$ cat config.mk
export PLATFORM = sky130hd
export DESIGN_NAME = hazard_stall_unit
export DESIGN_NICKNAME = d
export VERILOG_FILES = /design/src/rtl/hazard_pkg.sv /design/src/rtl/hazard_stall_unit_sat_counter.sv /design/src/rtl/hazard_stall_unit.sv
export SDC_FILE = /design/constraint.sdc
export NUM_CORES = 1
export LEC_CHECK = 0
export ABC_AREA = 1
export BUFFER_PORTS_ARGS = -buffer_cell sky130_fd_sc_hd__buf_4
export CORE_MARGIN = 8
export CORE_UTILIZATION = 45
export DETAILED_ROUTE_END_ITERATION = 6
export PLACE_DENSITY = 0.76
export SETUP_SLACK_MARGIN = 0.05
export SLEW_MARGIN = 15
export SYNTH_ARGS = -nofsm -noshare
export SYNTH_HDL_FRONTEND = slang
export SYNTH_HIERARCHICAL = 1
export SYNTH_SLANG_ARGS = --single-unit
$ cat constraint.sdc
create_clock -name clk -period 2.7 [get_ports clk]
set_input_delay 0.405 -clock clk [delete_from_list [all_inputs] [get_ports clk]]
set_output_delay 0.405 -clock clk [all_outputs]
set_load 0.03 [all_outputs]
$ cat src/rtl/hazard_pkg.sv
// Shared types and constants for the pipeline hazard/stall controller.
package hazard_pkg;

  typedef enum logic {
    RUN      = 1'b0,
    MEM_WAIT = 1'b1
  } state_e;

  localparam int                REG_W    = 5;
  localparam logic [REG_W-1:0]  ZERO_REG = 5'd0;
  localparam int                TMR_W    = 16;

endpackage

$ cat src/rtl/hazard_stall_unit_sat_counter.sv
// Saturating up-counter used for the stall and flush performance counters.
module sat_counter #(
  parameter int W = 16
) (
  input  logic         clk,
  input  logic         rst,
  input  logic         inc,
  output logic [W-1:0] cnt
);

  logic [W-1:0] r_cnt;

  always_ff @(posedge clk) begin
    if (rst) begin
      r_cnt <= '0;
    end else if (inc && (r_cnt != '1)) begin
      r_cnt <= r_cnt + 1'b1;
    end
  end

  assign cnt = r_cnt;

endmodule

$ cat src/rtl/hazard_stall_unit.sv
// Stall/bubble/flush controller for the 5-stage pipeline: load-use, taken branch, dmem wait.
//   state    | meaning
//   RUN      | pipeline advancing; hazards resolved combinationally
//   MEM_WAIT | data memory stalled; whole pipeline frozen until dmem_ready
module hazard_stall_unit
  import hazard_pkg::*;
#(
  parameter int COUNT_W  = 16,
  parameter int WAIT_MAX = 255
) (
  input  logic               clk,
  input  logic               rst,
  input  logic [REG_W-1:0]   ID_rs1,
  input  logic [REG_W-1:0]   ID_rs2,
  input  logic               ID_use_rs1,
  input  logic               ID_use_rs2,
  input  logic               EX_MemRead,
  input  logic [REG_W-1:0]   EX_rd,
  input  logic               EX_BranchTaken,
  input  logic               MEM_Req,
  input  logic               dmem_ready,
  output logic               PC_Write,
  output logic               IFID_Write,
  output logic               IFID_Flush,
  output logic               IDEX_Flush,
  output logic               EXMEM_Write,
  output logic               MEMWB_Write,
  output logic               mem_timeout,
  output logic [COUNT_W-1:0] stall_cnt,
  output logic [COUNT_W-1:0] flush_cnt
);

  localparam logic [TMR_W-1:0] WAIT_LIM = TMR_W'(WAIT_MAX);

  state_e            r_state;
  state_e            w_state_nxt;
  logic [TMR_W-1:0]  r_wait_cnt;
  logic [TMR_W-1:0]  w_wait_inc;
  logic              r_mem_timeout;
  logic              w_mem_hold;
  logic              w_load_use;
  logic              w_stall_inc;
  logic              w_flush_inc;

  assign w_mem_hold = MEM_Req & ~dmem_ready;
  assign w_load_use = EX_MemRead & (EX_rd != ZERO_REG) &
                      ((ID_use_rs1 & (ID_rs1 == EX_rd)) |
                       (ID_use_rs2 & (ID_rs2 == EX_rd)));

  // Branch squashes the ID instruction, so a coincident load-use is not a stall.
  assign w_stall_inc = ~rst & (w_mem_hold | (w_load_use & ~EX_BranchTaken));
  assign w_flush_inc = ~rst & ~w_mem_hold & EX_BranchTaken;

  always_ff @(posedge clk) begin
    if (rst) begin
      r_state <= RUN;
    end else begin
      r_state <= w_state_nxt;
    end
  end

  always_comb begin
    w_state_nxt = r_state;
    PC_Write    = 1'b1;
    IFID_Write  = 1'b1;
    IFID_Flush  = 1'b0;
    IDEX_Flush  = 1'b0;
    EXMEM_Write = 1'b1;
    MEMWB_Write = 1'b1;

    case (r_state)
      RUN:      if (w_mem_hold) w_state_nxt = MEM_WAIT;
      MEM_WAIT: if (!w_mem_hold) w_state_nxt = RUN;
      default:  w_state_nxt = RUN;
    endcase

    if (rst) begin
      w_state_nxt = RUN;
      PC_Write    = 1'b0;
      IFID_Write  = 1'b0;
      IFID_Flush  = 1'b1;
      IDEX_Flush  = 1'b1;
      EXMEM_Write = 1'b0;
      MEMWB_Write = 1'b0;
    end else if (w_mem_hold) begin
      PC_Write    = 1'b0;
      IFID_Write  = 1'b0;
      EXMEM_Write = 1'b0;
      MEMWB_Write = 1'b0;
    end else if (EX_BranchTaken) begin
      IFID_Flush  = 1'b1;
      IDEX_Flush  = 1'b1;
    end else if (w_load_use) begin
      PC_Write    = 1'b0;
      IFID_Write  = 1'b0;
      IDEX_Flush  = 1'b1;
    end
  end

  // Wait timer counts every held cycle, including the one that enters MEM_WAIT.
  assign w_wait_inc = (r_wait_cnt == '1) ? r_wait_cnt : r_wait_cnt + 1'b1;

  always_ff @(posedge clk) begin
    if (rst) begin
      r_wait_cnt    <= '0;
      r_mem_timeout <= 1'b0;
    end else if (w_mem_hold) begin
      r_wait_cnt <= w_wait_inc;
      if (w_wait_inc >= WAIT_LIM) r_mem_timeout <= 1'b1;
    end else begin
      r_wait_cnt <= '0;
    end
  end

  assign mem_timeout = r_mem_timeout;

  sat_counter #(.W(COUNT_W)) u_stall_cnt (
    .clk (clk),
    .rst (rst),
    .inc (w_stall_inc),
    .cnt (stall_cnt)
  );

  sat_counter #(.W(COUNT_W)) u_flush_cnt (
    .clk (clk),
    .rst (rst),
    .inc (w_flush_inc),
    .cnt (flush_cnt)
  );

endmodule

# After elaboration in Yosys (flattened, before gate mapping)
# Index checks and enable logic that the tools add are counted.
# classes
addsub,3
n_lt_le_gt_ge,1
n_eq_ne,5
n_mux,14
bitwise_logic,15
reduce_logical,5
# ops
cell,n
$add A16 B1 Y16 const B,3
$ne A16 B16 Y1 const B,2
$eq A16 B16 Y1 const B,1
$ge A16 B8 Y1 const B,1
$mux W16,1
$mux W1,13
$eq A5 B5 Y1,2
$and A1 B1 Y1,9
$reduce_bool A5 Y1,1
$not A1 Y1,4
$logic_and A1 B1 Y1,2
$or A1 B1 Y1,2
$reduce_and A2 Y1,1
$reduce_or A2 Y1,1
# totals
regBits,49
input_bits,23
output_inout_bits,39
elab_cells,47

# Longest topological paths before layout
# logic_depth
word_depth,8
mapped_depth,16
depth_no_buf,15

# Cells and area by module
# Netlist, hierarchy kept.
# by_module_without_submodules
module,n_inst,cells_per_inst,area_per_inst_um2,seq_area_each_um2
sat_counter,2,149,929.6,320.3
hazard_stall_unit,1,225,1305.0,340.3

# Worst setup path after synthesis
# OpenSTA, ideal clock, no wires.
# synth_timing
path_type,in2out
start,input EX_rd[0]
end,output IDEX_Flush
arrival_time_ns,1.697
required_time_ns,2.295
slack_ns,0.598
stages,8
path_buffers,0
cell_sequence,inv_1 > or2_2 > nand3_1 > nor3_1 > nand3_1 > nand2_1 > nand3_1 > o21ai_0
# synth_between
elab_chain_cells,8
elab_cells_between_ends,12
classes_between,2 x eq/ne; 4 x mux; 5 x bitwise; 1 x reduce/logical
# synth_rtl
element,line,source
from (decl),hazard_stall_unit.sv:18,"input logic [REG_W-1:0] EX_rd,"
$eq A5 B5 Y1 (on tied branches),"hazard_stall_unit.sv:47, hazard_stall_unit.sv:48",
$and A1 B1 Y1 (on tied branches),"hazard_stall_unit.sv:47, hazard_stall_unit.sv:48",
$or A1 B1 Y1,hazard_stall_unit.sv:47,((ID_use_rs1 & (ID_rs1 == EX_rd)) |
$and A1 B1 Y1 *,hazard_stall_unit.sv:46,assign w_load_use = EX_MemRead & (EX_rd != ZERO_REG) &
$mux W1 *,hazard_stall_unit.sv:93,end else if (w_load_use) begin
$mux W1 *,hazard_stall_unit.sv:90,end else if (EX_BranchTaken) begin
$mux W1 *,hazard_stall_unit.sv:85,end else if (w_mem_hold) begin
$mux W1 *,hazard_stall_unit.sv:77,if (rst) begin
to (decl),hazard_stall_unit.sv:25,"output logic IDEX_Flush,"
# Mark *: on every way between the ends. The rest lies on a longest branch, timed or not.

# Worst setup path in the final report
# layout_timing
start,input EX_rd[0]
end,output PC_Write
# layout_between
elab_chain_cells,8
elab_cells_between_ends,12
classes_between,2 x eq/ne; 4 x mux; 5 x bitwise; 1 x reduce/logical
# layout_rtl
element,line,source
$eq A5 B5 Y1 (on tied branches),"hazard_stall_unit.sv:47, hazard_stall_unit.sv:48",
$and A1 B1 Y1 (on tied branches),"hazard_stall_unit.sv:47, hazard_stall_unit.sv:48",
$or A1 B1 Y1,hazard_stall_unit.sv:47,
$and A1 B1 Y1 *,hazard_stall_unit.sv:46,
$mux W1 *,hazard_stall_unit.sv:93,
$mux W1 *,hazard_stall_unit.sv:90,
$mux W1 *,hazard_stall_unit.sv:85,
$mux W1 *,hazard_stall_unit.sv:77,
to (decl),hazard_stall_unit.sv:22,"output logic PC_Write,"
# Marks and branches as above.

==> results.md <==
- Result of the run: finished, final reports clean
- Layout cell share with drive strength beyond 1: slightly above 20%
- Placement-stage worst setup slack: approximately 0.4 ns
- Async S/R FF share, synth: 0%
- First DRT Iteration DRCs: ~140
- Path class of the lowest-slack min-delay path: in -> reg
- Worst-path fanout max: 5
- Worst Setup Slack, final: about 0.7 ns
- Pwr per Cell Area: approximately 370 mW/mm^2
- Worst slew pin tran: 0.503 ns
- Crit. End Element: output pin
- Worst-case clock buffer depth: 2
- Setup repair after global routing missed its margin: no
- Sink Count: 49
- Max-cap check violation count: 0
- Initial core utilization: between 40% and 50%
- CP arrival: 1.61 ns
- Quantity of I/O buffers inserted on ports: 61
- Area of the placeable core: between 0.006 and 0.007 mm^2
- Top post-synthesis cells by area: dfxtp_1 (31%), nand2_1 (19%), nor2_1 (12%)
- Clock slew at reported path FFs: ~0.080 ns
- Final period utilization: 74.6%
- Number of synthesized register bits: just under 50
- Time the final worst path needs with I/O delays and setup: between 2 and 2.5 ns
- Final Net Count: between 600 and 700
- Type of the setup path with the least slack: in -> out
- Stage delay of the slowest cell on the critical path: 0.19 ns
- Synth unique cells: 29
- Cells resized by post-CTS repair: 0
- F_max: 496 MHz
- Post-CTS Setup Repair Bufs: 0
- Hold violation count in the final report: 0
- Cell leakage power: around 1.7 nW
- Layout Area Growth over Synthesis: 20.3%
- Number of remaining DRC errors: 0
- 1st-pass router iterations: 4
- CTS Root Cell: clkbuf_8
- Post-synthesis cell count: 523
- Number of buffers added by the clock tree synthesis step: 5
- Portion of the post-synthesis area used by sequential elements: 31.0%
- RePlAce Congestion: approximately 0.84
- Slew headroom: 66.5%
- Number of pins exceeding their max-slew limit in the final report: 0
- Vias in the first global route: 3210
- Clock skew: between 0.02 and 0.025 ns
- Htree depth: 2
- Syn Nets: approximately 550
- Post-detailed-placement half-perimeter wirelength: slightly below 6000 um
- Row Count: 30
- Number of antenna violations at the first check in global routing: 0
- Synthesized area divided by synthesized cell count: about 6.1 um^2
- Number of nets still failing antenna checks after routing: 0
- Combined area of all synthesized cells: about 0.0032 mm^2
- Setup violations, final: 0
- Clock latency reported for the late side of the worst-skew pair: 0.30 ns
- Overall die area: around 0.010 mm^2
- Post-detailed-route wirelength per cell: 11.2 um
- Proportion of netlist area held by the largest area contributor: 31.0%
- Slowest stage cell, crit path: buf_4
- Overall via count from detail_route: around 3300
- Fin area: 0.00381 mm^2
- Placed cell areas: around 0.0037 mm^2
- Count of hold-fix buffers inserted at cts: 0
- Grt total ovfl: 0
- Synth area leader: dfxtp_1
- Primary flip-flop cell chosen by synthesis mapping: dfxtp_1
- Cell breakdown of the critical path: buf_4, inv_1, or2_2, nand3_1, nor3_1, nand3_1, nand2_1, nand3_1, nand2_1, nand2_1, buf_4
- Worst hold margin: 0.410 ns
- Global-route usage over all layers: between 10% and 20%
- Total detailed-routing wirelength: about 7600 um
- Max IR drop VDD: ~0.25 mV
- # IOs: a little over 60
- Clock tree from TritonCTS: done
- Vias per cell: roughly 4.8
- X dimension of the die: 99.9 um
- Worst endpoint required time: 2.30 ns
- Global-route wire length before repair: about 13000 um
- Number of warnings issued by yosys: 6
- Vertical extent of the die: ~100 um
- Maximum number of pins on one net before global-route repair: 17
- Number of flops mapped to enable cells by yosys: 0
- Count of inserted antenna diode cells: 0
- Startpoint kind of the worst setup timing path: input pin
- Setup TNS after final layout: 0 ns
## registers in the layout (all words and copies together) (netlist names)
signal and count:
mem_timeout 1, r_wait_cnt 16, u_flush_cnt/cnt 16, u_stall_cnt/cnt 16
## logic make-up after synthesis
group,share of synthesized area [%]
and+or+nand+nor,51.8
adders and majority gates,1.19
DFF,31.0
xor gates and xnor gates,1.38
AOI/OAI and AO/OA,6.17
buffers and inverters,8.50
## area by class of cell
type	instances	area, um^2
Sequential cell	49	981
Tap cell	96	120
Fill cell	665	2990
Inverter	57	214
Multi-Input combinational cell	409	1910
Clock inverter	3	43.8
Clock buffer	5	68.8
Timing Repair Buffer	62	465
## per-stage QoR
stage          util (%)  power, mW  cells
4_1_cts            56.0       1.42    681
3_3_place_gp       54.4      0.880    673
3_5_place_dp       54.4      0.883    673
2_1_floorplan         -      0.830    523
5_1_grt            56.0       1.46    681
6_report           56.0       1.40    681
## power by group
part	switching [mW]	leakage (nW)	internal, mW	total, mW
Combinational	0.0774	1.28	0.0567	0.134
Sequential	0.00540	0.395	0.726	0.732
Clock	0.258	0.0585	0.278	0.536
## routing by layer
metal / part of all wire, % / track usage, % / vias to the layer above
li1: - / - / 1759
met1: 46 / 18.3 / 1443
met2: 46 / 27.1 / 81
met3: 7.0 / 4.98 / 8
met4: 0.82 / 3.49 / 0
met5: 0 / 0 / -
## worst max-delay path: cells and delay by family
| kind | cells | cell delay, ns |
|---|---|---|
| buf+inv | 3 | 0.39 |
| simple gates | 8 | 0.81 |
## final timing paths
path	slack, ns	to	depth (start not counted)	start
worst max-delay path	0.69	PC_Write	11	EX_rd[0]
worst min-delay path	0.41	mem_timeout$_SDFFE_PP0P_	4	rst
worst max register to register	0.75	mem_timeout$_SDFFE_PP0P_	12	r_wait_cnt[0]$_SDFF_PP0_
worst min register to register	0.46	mem_timeout$_SDFFE_PP0P_	2	mem_timeout$_SDFFE_PP0P_
## cell usage after synthesis, types with 3 or more instances
cell type,number
nand2_2,9
xnor2_1,4
o21ai_0,5
nor2_2,28
a21oi_1,26
nor2_1,98
dfxtp_1,49
nand3_1,41
nand4_1,14
nor3_1,4
nand2_1,158
nor2_4,5
ha_1,3
inv_1,56
## placed cells by master, fill, tap and decap left out, drive strengths merged, types with 2 or more instances in the layout
cell and instances:
or2 4, o22ai 2, dfxtp 49, clkbuf 5
xnor2 4, buf 62, o21ai 6, o21bai 2
nor3 4, inv 58, nand2 168, ha 3
nand3 41, a21oi 26, nor2 133, nand4 14
No activity file was read; power rests on OpenSTA's default activity.
